## config.mk

```make
export PLATFORM = sky130hd
export DESIGN_NAME = rst_seq
export DESIGN_NICKNAME = d
export VERILOG_FILES = /design/src/rtl/rst_seq_pkg.sv /design/src/rtl/rst_seq_debounce.sv /design/src/rtl/rst_seq.sv
export SDC_FILE = /design/constraint.sdc
export NUM_CORES = 1
export LEC_CHECK = 0
export CORE_MARGIN = 1.5
export CORE_UTILIZATION = 40
export DETAILED_ROUTE_END_ITERATION = 16
export GPL_TIMING_DRIVEN = 1
export SLEW_MARGIN = 40
export SYNTH_ARGS = -nofsm -noshare
export SYNTH_HDL_FRONTEND = slang
export SYNTH_SLANG_ARGS = --single-unit
```

## constraint.sdc

```tcl
create_clock -name clk -period 3.9 [get_ports clk]
set_input_delay 0.585 -clock clk [delete_from_list [all_inputs] [get_ports clk]]
set_output_delay 0.585 -clock clk [all_outputs]
set_load 0.02 [all_outputs]
```

## src/rtl/rst_seq_pkg.sv

```systemverilog
`default_nettype none
// ============================================================================
// rst_seq_pkg : state encoding and saturating status-count helper | rev 1.0
// ============================================================================
package rst_seq_pkg;

  localparam int CNT_W = 8;

  typedef logic [1:0] state_t;

  localparam logic [1:0] ST_HOLD    = 2'd0;
  localparam logic [1:0] ST_SETTLE  = 2'd1;
  localparam logic [1:0] ST_RELEASE = 2'd2;
  localparam logic [1:0] ST_RUN     = 2'd3;

  function automatic logic [CNT_W-1:0] sat_inc(input logic [CNT_W-1:0] v);
    return (v == '1) ? v : v + CNT_W'(1);
  endfunction

endpackage
`default_nettype wire

```

## src/rtl/rst_seq_debounce.sv

```systemverilog
`default_nettype none
// ============================================================================
// rst_seq_debounce : 2-flop key_n synchronizer + stability debounce | rev 1.0
// ============================================================================
module rst_seq_debounce #(
  parameter int DEB_CYC = 1080000
) (
  input  logic clk,
  input  logic rst_n,
  input  logic key_n_i,
  output logic key_act_o
);

  localparam int DW = $clog2(DEB_CYC + 1);

  logic [1:0]    key_sync_q;
  logic          key_act_q;
  logic [DW-1:0] deb_cnt_q;
  logic          key_s;

  assign key_s     = key_sync_q[1];
  assign key_act_o = key_act_q;

  // The counter only runs while the synchronized key disagrees with the
  // debounced level; any return to agreement restarts the window.
  always_ff @(posedge clk or negedge rst_n) begin
    if (!rst_n) begin
      key_sync_q <= 2'b11;
      key_act_q  <= 1'b0;
      deb_cnt_q  <= '0;
    end else begin
      key_sync_q <= {key_sync_q[0], key_n_i};
      if (~key_s == key_act_q) begin
        deb_cnt_q <= '0;
      end else if (deb_cnt_q == DW'(DEB_CYC - 1)) begin
        key_act_q <= ~key_act_q;
        deb_cnt_q <= '0;
      end else begin
        deb_cnt_q <= deb_cnt_q + DW'(1);
      end
    end
  end

endmodule
`default_nettype wire

```

## src/rtl/rst_seq.sv

```systemverilog
`default_nettype none
// ============================================================================
// rst_seq : staged per-domain reset sequencer; RST_SEQ_DEBOUNCE_EN adds key debounce | rev 1.0
// ============================================================================
module rst_seq
  import rst_seq_pkg::*;
#(
  parameter int N_DOM      = 4,
  parameter int SETTLE_CYC = 1024,
  parameter int STAGE_CYC  = 64,
  parameter int DEB_CYC    = 1080000
) (
  input  logic             clk,
  input  logic             rst_n,
  input  logic             pll_locked,
  input  logic             key_n,
  input  logic             soft_rst,
  output logic [N_DOM-1:0] dom_rst_n,
  output logic             ready,
  output logic [1:0]       state,
  output logic [CNT_W-1:0] rst_count
);

  localparam int MAXC = (SETTLE_CYC > STAGE_CYC) ? SETTLE_CYC : STAGE_CYC;
  localparam int CW   = $clog2(MAXC) + 1;

  if (N_DOM < 1 || N_DOM > 16 || SETTLE_CYC < 1 || STAGE_CYC < 1 || DEB_CYC < 1) begin : g_param_chk
    $error("rst_seq: parameter out of range");
  end

  logic [1:0]       lock_sync_q;
  logic             lock_s;
  logic             key_act;
  logic             abort;
  state_t           state_q, state_d;
  logic [CW-1:0]    cnt_q, cnt_d;
  logic [N_DOM-1:0] dom_q, dom_d;
  logic             ready_q, ready_d;
  logic [CNT_W-1:0] rst_cnt_q, rst_cnt_d;

`ifdef RST_SEQ_DEBOUNCE_EN
  rst_seq_debounce #(
    .DEB_CYC (DEB_CYC)
  ) u_debounce (
    .clk       (clk),
    .rst_n     (rst_n),
    .key_n_i   (key_n),
    .key_act_o (key_act)
  );
`else
  logic [1:0] key_sync_q;

  always_ff @(posedge clk or negedge rst_n) begin
    if (!rst_n) key_sync_q <= 2'b11;
    else        key_sync_q <= {key_sync_q[0], key_n};
  end

  assign key_act = ~key_sync_q[1];
`endif

  assign lock_s = lock_sync_q[1];
  assign abort  = ~lock_s | key_act | soft_rst;

  always_comb begin
    state_d   = state_q;
    cnt_d     = cnt_q + CW'(1);
    dom_d     = dom_q;
    ready_d   = ready_q;
    rst_cnt_d = rst_cnt_q;
    if (state_q == ST_HOLD) begin
      cnt_d   = '0;
      dom_d   = '0;
      ready_d = 1'b0;
      if (!abort) state_d = ST_SETTLE;
    end else if (abort) begin
      state_d   = ST_HOLD;
      cnt_d     = '0;
      dom_d     = '0;
      ready_d   = 1'b0;
      rst_cnt_d = sat_inc(rst_cnt_q);
    end else begin
      case (state_q)
        ST_SETTLE: begin
          if (cnt_q == CW'(SETTLE_CYC - 1)) begin
            state_d = ST_RELEASE;
            cnt_d   = '0;
            dom_d   = N_DOM'(1);
          end
        end
        ST_RELEASE: begin
          // dom_q is a thermometer code, so its top bit marks the last stage.
          if (cnt_q == CW'(STAGE_CYC - 1)) begin
            cnt_d = '0;
            if (dom_q[N_DOM-1]) begin
              state_d = ST_RUN;
              ready_d = 1'b1;
            end else begin
              dom_d = (dom_q << 1) | N_DOM'(1);
            end
          end
        end
        default: begin
          cnt_d   = cnt_q;
          dom_d   = '1;
          ready_d = 1'b1;
        end
      endcase
    end
  end

  always_ff @(posedge clk or negedge rst_n) begin
    if (!rst_n) begin
      lock_sync_q <= 2'b00;
      state_q     <= ST_HOLD;
      cnt_q       <= '0;
      dom_q       <= '0;
      ready_q     <= 1'b0;
      rst_cnt_q   <= '0;
    end else begin
      lock_sync_q <= {lock_sync_q[0], pll_locked};
      state_q     <= state_d;
      cnt_q       <= cnt_d;
      dom_q       <= dom_d;
      ready_q     <= ready_d;
      rst_cnt_q   <= rst_cnt_d;
    end
  end

  assign dom_rst_n = dom_q;
  assign ready     = ready_q;
  assign state     = state_q;
  assign rst_count = rst_cnt_q;

endmodule
`default_nettype wire

```

======== Word-level counts from Yosys, hierarchy flattened ========
Cells that the tools add are included.
word-level totals
  register bits ........................... 30
  input port bits ......................... 5
  output and inout bits ................... 15
  word-level logic and storage cells ...... 57
operators by class
  add/sub/neg operators ................... 2
  eq/ne operators ......................... 11
  muxes and demuxes ....................... 23
  bitwise logic cells ..................... 6
  reductions and logical operators ........ 7
operators by type and width
  operator                                                           number
  11-bit two-way mux                                                 4
  11-bit case mux with 2 select lines                                1
  4-bit two-way mux                                                  5
  4-bit != test, second input constant                               4
  2-bit two-way mux                                                  6
  11-bit by 1-bit adder with 11-bit output, second input constant    1
  11-bit by 10-bit == test with 1-bit output, second input constant  1
  11-bit by 6-bit == test with 1-bit output, second input constant   1
  3-bit AND reduction                                                3
  8-bit by 1-bit adder with 8-bit output, second input constant      1
  8-bit == test, second input constant                               1
  4-bit case mux with 2 select lines                                 1
  5-bit AND reduction                                                1
  1-bit two-way mux                                                  4
  1-bit inverter                                                     4
  2-bit case mux with 2 select lines                                 1
  4-bit nonzero test                                                 1
  3-bit != test, second input constant                               1
  2-bit by 1-bit == test with 1-bit output, second input constant    1
  2-bit == test, second input constant                               1
  2-bit logical NOT                                                  1
  2-bit != test, second input constant                               1
  1-bit bitwise OR                                                   2
  1-bit case mux with 2 select lines                                 1
  2-bit AND reduction                                                1

======== Logic depth before layout (Yosys ltp) ========
Gate-level depths: netlist of the first run.
  depth after elaboration ................. 5
  mapped depth ............................ 7
  gate-level depth less buffers ........... 6

======== Least setup slack after synthesis of the first run ========
OpenSTA, ideal clock, no wires.
  path kind ............................... register to register
  start point ............................. register state_q[0], in the netlist state[0]
  end point ............................... register rst_cnt_q[1], in the netlist rst_count[1]
  setup time .............................. 0.125 ns
  arrival ................................. 1.905 ns
  required time ........................... 3.775 ns
  setup slack ............................. 1.871 ns
  stages on the path, launching flop included .. 6
  path buffers ............................ 1
  period minus slack after synthesis ...... 2.029 ns
  cell sequence ........................... dfrtp_1 inv_1 ha_1 clkbuf_1 a211oi_1 mux2_2
on the way
  longest elaborated chain between the ends .. 3
RTL lines
  what                           RTL line        text
  from (decl)                    rst_seq.sv:35   state_t state_q, state_d;
  from (signal assigned)         rst_seq.sv:121  state_q <= state_d;
  2-bit logical NOT              rst_seq.sv:70   if (state_q == ST_HOLD) begin
  1-bit inverter (no line)       --
  3-bit AND reduction (no line)  --
  to (signal assigned)           rst_seq.sv:125  rst_cnt_q <= rst_cnt_d;
  to (decl)                      rst_seq.sv:39   logic [CNT_W-1:0] rst_cnt_q, rst_cnt_d;
Every way passes these cells.
A chain may end at the register's enable or synchronous reset.

======== Worst setup path after layout of the first run ========
  start point ............................. input soft_rst
  end point ............................... register rst_cnt_q[1], in the netlist rst_count[1]
on the way
  longest elaborated chain between the ends .. 2
RTL lines
  what                           RTL line       text
  from (decl)                    rst_seq.sv:17  input logic soft_rst,
  1-bit bitwise OR               rst_seq.sv:62  assign abort = ~lock_s | key_act | soft_rst;
  3-bit AND reduction (no line)  --
Every way passes these cells.

==> results of run 1 <==
==> synthesized netlist by cell type (5+ instances only) <==
cell type,count
nand4_1,5
xnor2_1,12
a21oi_1,8
nor2_1,13
nand3_1,7
nor3_1,6
o21ai_0,5
nand2_1,14
dfrtp_1,28
ha_1,6
inv_1,7
==> final cells by class <==
type	count	area, sq um
clock inverter	1	5.00
fill	367	2010
clock buffer	7	86.3
sequential	30	753
timing repair buffer	20	198
tap	50	62.6
inverter	7	26.3
multi-input combinational	117	835
==> path summary, 6_finish.rpt <==
check | end | cells past startpoint | slack (ps) | from
worst max-delay path | rst_count[1] | 4 | 1660 | soft_rst
worst min-delay path | lock_sync_q[1] | 0 | 360 | lock_sync_q[0]
worst max register to register | cnt_q[7] | 6 | 1660 | state[0]
worst min register to register | lock_sync_q[1] | 0 | 360 | lock_sync_q[0]
max in group asynchronous | key_sync_q[1] | 2 | 2890 | rst_n
min in group asynchronous | dom_rst_n[3] | 2 | 690 | rst_n
==> layer usage <==
layer  vias up  routed length, um  global-route usage [%]
met1       632               1700                    25.3
met5         -                  0                       0
li1        635                  -                       -
met3         8                143                    5.07
met2        39               1600                    26.6
met4         0                 76                    8.42
==> cell usage in the layout (no fill, tap or decap), types with 2 or more instances in the layout <==
cell type         n
clkdlybuf4s50_1  19
and3_1            2
o21ai_0           5
a311oi_1          3
xnor2_1          12
o31ai_1           2
a2111oi_0         2
clkbuf_8          6
dfrtp_1          28
nand2_1          14
xor2_1            2
a211oi_1          3
dfstp_2           2
nor2_1           13
o22ai_1           2
nor4_1            2
nor3_1            6
ha_1              6
inv_1             7
a21oi_1           8
nand3_1           7
nand4_1           5
o31ai_4           2
==> critical path, stage by stage <==
cell	delay (ps)
clkdlybuf4s50_1	480
and3b_1	330
a211oi_1	600
mux2_2	400
==> stage by stage <==
stage | total power [uW] | cells
after detailed placement | 1030 | 224
after global routing | 1360 | 232
after global placement | 1020 | 224
final | 1280 | 232
after floorplan | 836 | 158
after CTS | 1290 | 232
==> where the power goes <==
part           internal [uW]  total [uW]  switching, uW
clock                    142         258            116
sequential               364         427           63.2
combinational            239         597            357
==> sequential cells by signal, indices dropped and copies added, names as in the netlist <==
signal	count
ready	1
state	2
lock_sync_q	2
key_sync_q	2
cnt_q	11
dom_rst_n	4
rst_count	8
==> cells by family (layout without fill, tap and decap cells) <==
| family | after synthesis | in the layout | synth area share, % |
|---|---|---|---|
| simple gates | 58 | 58 | 18.6 |
| compound gates | 37 | 37 | 18.7 |
| flops | 30 | 30 | 46.0 |
| xor+xnor | 14 | 14 | 7.48 |
| buf+inv | 11 | 35 | 3.13 |
| fa+ha+maj | 6 | 6 | 4.58 |
| mux | 2 | 2 | 1.60 |
==> flow_summary.ini, run 1 <==
[outcome]
status = finished, final reports clean

[route]
first_iter_violations = 91
wl_per_cell_um = 15.2
vias = 1314
postRouteAntennaNets = 0
drtPass1Iterations = 4
drc = 0
finalWirelength_mm = 3.52
via_per_inst = 5.66

[setup_path]
crit_fanout = 13
critical_path_class = input pin to flop
critPathRequiredTime_ps = 4060
crit_path_start_kind = input pin
critPathArrivalTime_ps = 2400
end_kind = flop

[synth]
synth_top_area_cell = dfrtp_1
synthFlopType = dfrtp_1
ys_seq_area_share_pct = 46.0
synth_cell_types = 45
synth_nets = 169
ys_async_sr_fraction_pct = 100
synth_edf_count = 0
synth_top_area_share_pct = 42.7
avgSynthCellArea_sq_um = 10.4
synthTopCellsByArea = dfrtp_1 43%, xnor2_1 6.4%, ha_1 4.6%
syn-cell-area_sq_um = 1640
syn-instance-count = 158
ys_ff_latch = 30
yosysWarnings = 0

[grt]
grt_pass1_vias = 1252
grt_max_degree = 31
grt_pass1_wl_mm = 6.09
antenna_found_initial = 0
grt_overflow = 0
grt_usage_pct = 18.4

[final_layout]
nNetsFinal = 192
final_cell_area_sq_um = 1970
utilization_pct = 49.5
antenna_cells = 0
synthToLayoutAreaGrowth_pct = 19.9
drive_gt1_share_pct = 12.1

[power_and_ir_drop]
peakVddDrop_uv = 352
powerDensity_nw_per_um2 = 652
p_leak_uw = 0.000744

[floorplan]
fp.dieH_um = 67.0
die_area_sq_um = 4490
start_util_pct = 41.3
die_w_um = 67.0
rows = 23
coreArea_sq_um = 3970
ios = 20

[clock_network]
insertion_delay_ps = 280
cts.clk_slew.worst_paths_ps = 60
cts_sinks = 30
cts-resized-gates = 0
cts_buffer_depth = 2
cts_made_buffers = 5
cts_hold_buf = 0
cts_root_buf = clkbuf_8
post_cts_buffers = 0
h-tree-depth = 2
cts_tree = done

[placed_design]
gp_congestion = 0.875
dp_slack_ps = 1390
placed_area_sq_um = 1870
dp_hpwl_mm = 2.58
port_buffers = 19

[timing]
clock-skew-final_ps = 9.05
clock.fmax_mhz = 446
rsz0062_at_grt = false
fin_crit_ps = 2240
slew_headroom_pct = 54.5
setup_tns_ps = 0
slew_viol_final = 0
worst_slack_ps = 1660
setup_violations = 0
tightest_slew_ps = 679
holdWs_ps = 355
hold_viol = 0
fin_crit_sh_pct = 57.4

[worst_hold_path]
hold_path.class = flop to flop

[run]
maxCapViolCount = 0
Power figures use the tool's default switching activity.
==> run 2, diff against run 1 <==
==> constraint.sdc (replaced) <==
create_clock -name clk -period 1.9 [get_ports clk]
set_input_delay 0.285 -clock clk [delete_from_list [all_inputs] [get_ports clk]]
set_output_delay 0.285 -clock clk [all_outputs]
set_load 0.02 [all_outputs]
==> run 2 against run 1 <==
Clock power rose to 2.6 times the previous value. Non-clock buffer count rose by 22. Critical endpoint is now cnt_q[4]. Clock skew rose by 2.7 ps. Critical path depth did not move. Combinational power rose to 2.6 times the previous value. Largest cell class unchanged. Global-route usage rose by 0.97 points.
==> flow_summary.ini, run 2 (synthesis gave the netlist of run 1 again) <==
[setup_path]
worstRegToRegCells = 4
crit_end = cnt_q[4]
timing.rr.end = cnt_q[4]
end_kind = flop
critPathRequiredTime_ps = 2040
critPathArrivalTime_ps = 1970
crit_fanout = 6
rrSetupSlack_ps = 70
critical_path_class = flop to flop
timing.rr.start = cnt_q[8]
cp-startpoint = cnt_q[8]
crit_path_start_kind = flop

[timing]
tightest_slew_ps = 550
holdWs_ps = 347
fin_crit_sh_pct = 96.2
slew_viol_final = 0
fin_crit_ps = 1830
clock-skew-final_ps = 11.7
slew_headroom_pct = 63.1
setup_violations = 0
clock.fmax_mhz = 547
rsz0062_at_grt = false
hold_viol = 0
setup_tns_ps = 0

[route]
postRouteAntennaNets = 0
drtPass1Iterations = 4
vias = 1416
finalWirelength_mm = 3.88
drc = 0
first_iter_violations = 132
via_per_inst = 5.57
wl_per_cell_um = 15.3

[power_and_ir_drop]
powerDensity_nw_per_um2 = 1400
p_leak_uw = 0.000862
power.internal_uw = 1900
swShare_pct = 38.6
netSwitchingPower_uw = 1190
p_total_uw = 3090
peakVddDrop_uv = 674
seqPwrFrac_pct = 27.9
p_comb_share_pct = 50.7
clkPwrFrac_pct = 21.4

[floorplan]
coreArea_sq_um = 3970
die_area_sq_um = 4490
fp.dieH_um = 67.0
start_util_pct = 41.3
die_w_um = 67.0
ios = 20
rows = 23

[placed_design]
dpl.cell_count = 246
gp_congestion = 0.871
dp_hpwl_mm = 2.89
port_buffers = 19
placed_area_sq_um = 2050

[grt]
grt_max_degree = 31
grt_pass1_wl_mm = 6.47
grt_usage_pct = 19.4
grt_pass1_vias = 1397
grt_overflow = 0
antenna_found_initial = 0

[clock_network]
insertion_delay_ps = 280
cts_buffer_depth = 2
cts_tree = done
cts_made_buffers = 5
cts.clk_slew.worst_paths_ps = 70
cts_root_buf = clkbuf_8
cts_hold_buf = 0
h-tree-depth = 2
cts_sinks = 30

[final_layout]
drive_gt1_share_pct = 26.0
largest_register_ffs = 11
stdcell_count = 254
nFillCells = 338
nNetsFinal = 214
antenna_cells = 0
final_cell_area_sq_um = 2210
synthToLayoutAreaGrowth_pct = 34.7
top_register = cnt_q
final_common_cell = dfrtp_1
final_cell_mix = 26 x dfrtp_1, 23 x buf_4, 19 x clkdlybuf4s50_1

[run]
maxCapViolCount = 0

[outcome]
status = finished, final reports clean

[worst_hold_path]
hold_path.class = flop to flop
==> run 2: worst min path at each step <==
stage | startpoint | to | slack (ps) | cells after the start
CTS | lock_sync_q[0] | lock_sync_q[1] | 350 | 0
detailed placement | lock_sync_q[0] | lock_sync_q[1] | 340 | 0
finish | lock_sync_q[0] | lock_sync_q[1] | 350 | 0
global route | key_sync_q[0] | key_sync_q[1] | 360 | 0
global placement | lock_sync_q[0] | lock_sync_q[1] | 330 | 0
floorplan | rst_n | cnt_q[0] | -10 | 0
==> run 2: cell type report <==
type | count | area (sq um) | area share (%)
Multi-Input combinational cell | 117 | 883 | 40.0
Clock inverter | 1 | 30.0 | 1.36
Tap cell | 50 | 62.6 | 2.83
Inverter | 7 | 26.3 | 1.19
Timing Repair Buffer | 42 | 363 | 16.4
Clock buffer | 7 | 86.3 | 3.91
Sequential cell | 30 | 756 | 34.2
==> run 2: through the flow <==
step | utilization (%) | setup slack (ps)
after floorplan | - | 18.6
after global placement | 51.5 | 23.2
after detailed placement | 51.5 | -26.3
after CTS | 54.5 | 39.3
after global routing | 55.6 | 7.14
final | 55.6 | 71.9
==> run 2: worst max-delay path, stage by stage (launching register included) <==
cell,delay (ps)
dfrtp_1,380
or4_4,580
mux2_4,320
o31ai_4,310
nor2_1,90
==> run 2: metal layers <==
metal,routed length [um],global-route usage [%]
met3,159,4.56
met1,1780,25.0
met2,1870,30.4
met4,59,8.67
met5,0,0
==> run 2: power groups by stage <==
stage               logic, uW  registers, uW  clock network, uW
finish                   1570            863                662
global route             1720            885                709
CTS                      1490            863                678
detailed placement       1490            872                  0
global placement         1470            863                  0
floorplan                 744            989                  0
==> run 2: timing repair <==
item	CTS	global route
resized for setup	0	9
buffers inserted	0	0
setup endpoints to repair	0	9
==> run 3, diff against run 2 <==
--- a/config.mk
+++ b/config.mk
@@ -5,8 +5,9 @@
 export SDC_FILE = /design/constraint.sdc
 export NUM_CORES = 1
 export LEC_CHECK = 0
-export CORE_MARGIN = 1.5
+export CORE_MARGIN = 2
 export CORE_UTILIZATION = 40
+export CTS_CLUSTER_SIZE = 20
 export DETAILED_ROUTE_END_ITERATION = 16
 export GPL_TIMING_DRIVEN = 1
 export SLEW_MARGIN = 40
==> run 3 against run 2 <==
Maximum frequency grew 0.12%. Design area shrank 2.1%. Flip-flop and latch count is the same. Routed wire length grew 0.44%. Highest routed layer unchanged. Utilization shrank 1.2 points. Sequential share of layout area grew 0.73 points. Setup slack gained 2.2 ps.
==> flow_summary.ini, run 3 (synthesis gave the netlist of run 1 again) <==
[outcome]
status = finished, final reports clean

[setup_path]
rrSetupSlack_ps = 70
critical_path.slowest_cell = or4_4
crit_chain = or4_4 > mux2_4 > o31ai_4 > nor2_1
crit_fanout = 6
slowest_delay_ps = 580
critical_path_class = flop to flop
critPathArrivalTime_ps = 1980
crit_path_start_kind = flop
critPathRequiredTime_ps = 2050
end_kind = flop

[timing]
setup_tns_ps = 0
hold_viol = 0
slew_viol_final = 0
fin_crit_sh_pct = 96.1
rsz0062_at_grt = false
worst_slack_ps = 74.0
tightest_slew_ps = 489
clock.fmax_mhz = 548
holdWs_ps = 346
clock-skew-final_ps = 11.2
slew_headroom_pct = 67.1
setup_violations = 0
fin_crit_ps = 1830

[route]
vias = 1395
first_iter_violations = 92
postRouteAntennaNets = 0
wl_per_cell_um = 15.3
drtPass1Iterations = 4
via_per_inst = 5.49
drc = 0
finalWirelength_mm = 3.89

[floorplan]
die_w_um = 68.0
rows = 23
coreArea_sq_um = 3970
fp.dieH_um = 68.0
die_area_sq_um = 4630
ios = 20
start_util_pct = 41.3

[clock_network]
cts_tree = done
cts_sinks = 30
cts_hold_buf = 0
cts_root_buf = clkbuf_8
insertion_delay_ps = 290
post_cts_buffers = 0
cts.clk_slew.worst_paths_ps = 60
cts_made_buffers = 5
cts_buffer_depth = 2
h-tree-depth = 2

[final_layout]
final_cell_mix = 26 x dfrtp_1, 23 x buf_4, 19 x clkdlybuf4s50_1
antenna_cells = 0
final_common_cell = dfrtp_1
drive_gt1_share_pct = 24.0
synthToLayoutAreaGrowth_pct = 31.8
largest_register_ffs = 11
nNetsFinal = 214
stdcell_count = 254
top_register = cnt_q

[grt]
grt_overflow = 0
busiest_layer = met2
grt_use_met2_pct = 29.9
gr-usage-met3_pct = 6.41
grt_usage_pct = 19.4
use_met1_pct = 24.8
grt_pass1_vias = 1367
grt_max_degree = 31
antenna_found_initial = 0
grt_pass1_wl_mm = 6.55

[worst_hold_path]
hold_path.class = flop to flop

[placed_design]
dpl.cell_count = 246
gp_congestion = 0.870
dp_hpwl_mm = 2.87
port_buffers = 19
dp_slack_ps = -69.3

[power_and_ir_drop]
p_total_uw = 2930
peakVddDrop_uv = 711
powerDensity_nw_per_um2 = 1360
p_leak_uw = 0.000849

[run]
maxCapViolCount = 0
-- run 3: cell count changes in the layout (fill, tap and decap cells not counted) --
cell,previous run,this run
a211oi_1,1,2
bufinv_16,1,0
nor2_1,12,13
nor2_2,1,0
a211oi_4,1,0
a2111oi_2,1,0
clkbuf_1,1,2
a2111oi_1,1,2
-- run 3: layout make-up --
class	count	area, sq um
clock buffer	8	90.1
fill	367	1810
inverter	7	26.3
multi-input combinational	117	863
sequential	30	756
tap	50	62.6
timing repair buffer	42	363
-- run 3: path summary, 6_finish.rpt --
path	to	startpoint	cells after the start
hold / removal	lock_sync_q[1]	lock_sync_q[0]	0
min in group asynchronous	cnt_q[7]	rst_n	2
setup / recovery	cnt_q[5]	cnt_q[8]	4
hold reg to reg	lock_sync_q[1]	lock_sync_q[0]	0
max in group asynchronous	key_sync_q[1]	rst_n	2
setup reg to reg	cnt_q[5]	cnt_q[8]	4
-- run 3: routing by layer --
metal	vias to the layer above	wire [um]
met5	-	0
met4	0	66
met3	7	179
met2	38	1830
met1	675	1820
li1	675	-
-- run 3: critical path, delay by kind of cell (launching register included) --
kind / cells / cell delay (ps)
AND/OR/NAND/NOR: 2 / 670
flip-flops: 1 / 380
multiplexers: 1 / 320
AO/OA/AOI/OAI: 1 / 310
-- run 3: what timing repair did --
item,in CTS,in global routing
setup endpoints to repair,2,10
cloned,0,0
resized for setup,2,3
-- run 3: stage by stage --
| stage | util [%] | area (sq um) |
|---|---|---|
| floorplan | - | 1650 |
| global placement | 51.5 | 2050 |
| detailed placement | 51.5 | 2050 |
| CTS | 53.9 | 2140 |
| global route | 54.4 | 2160 |
| finish | 54.4 | 2160 |
-- run 3: where the power goes --
part	internal (uW)	leakage, uW	switching, uW
logic	697	0.000412	841
registers	751	0.000391	109
clock network	295	0.0000455	236
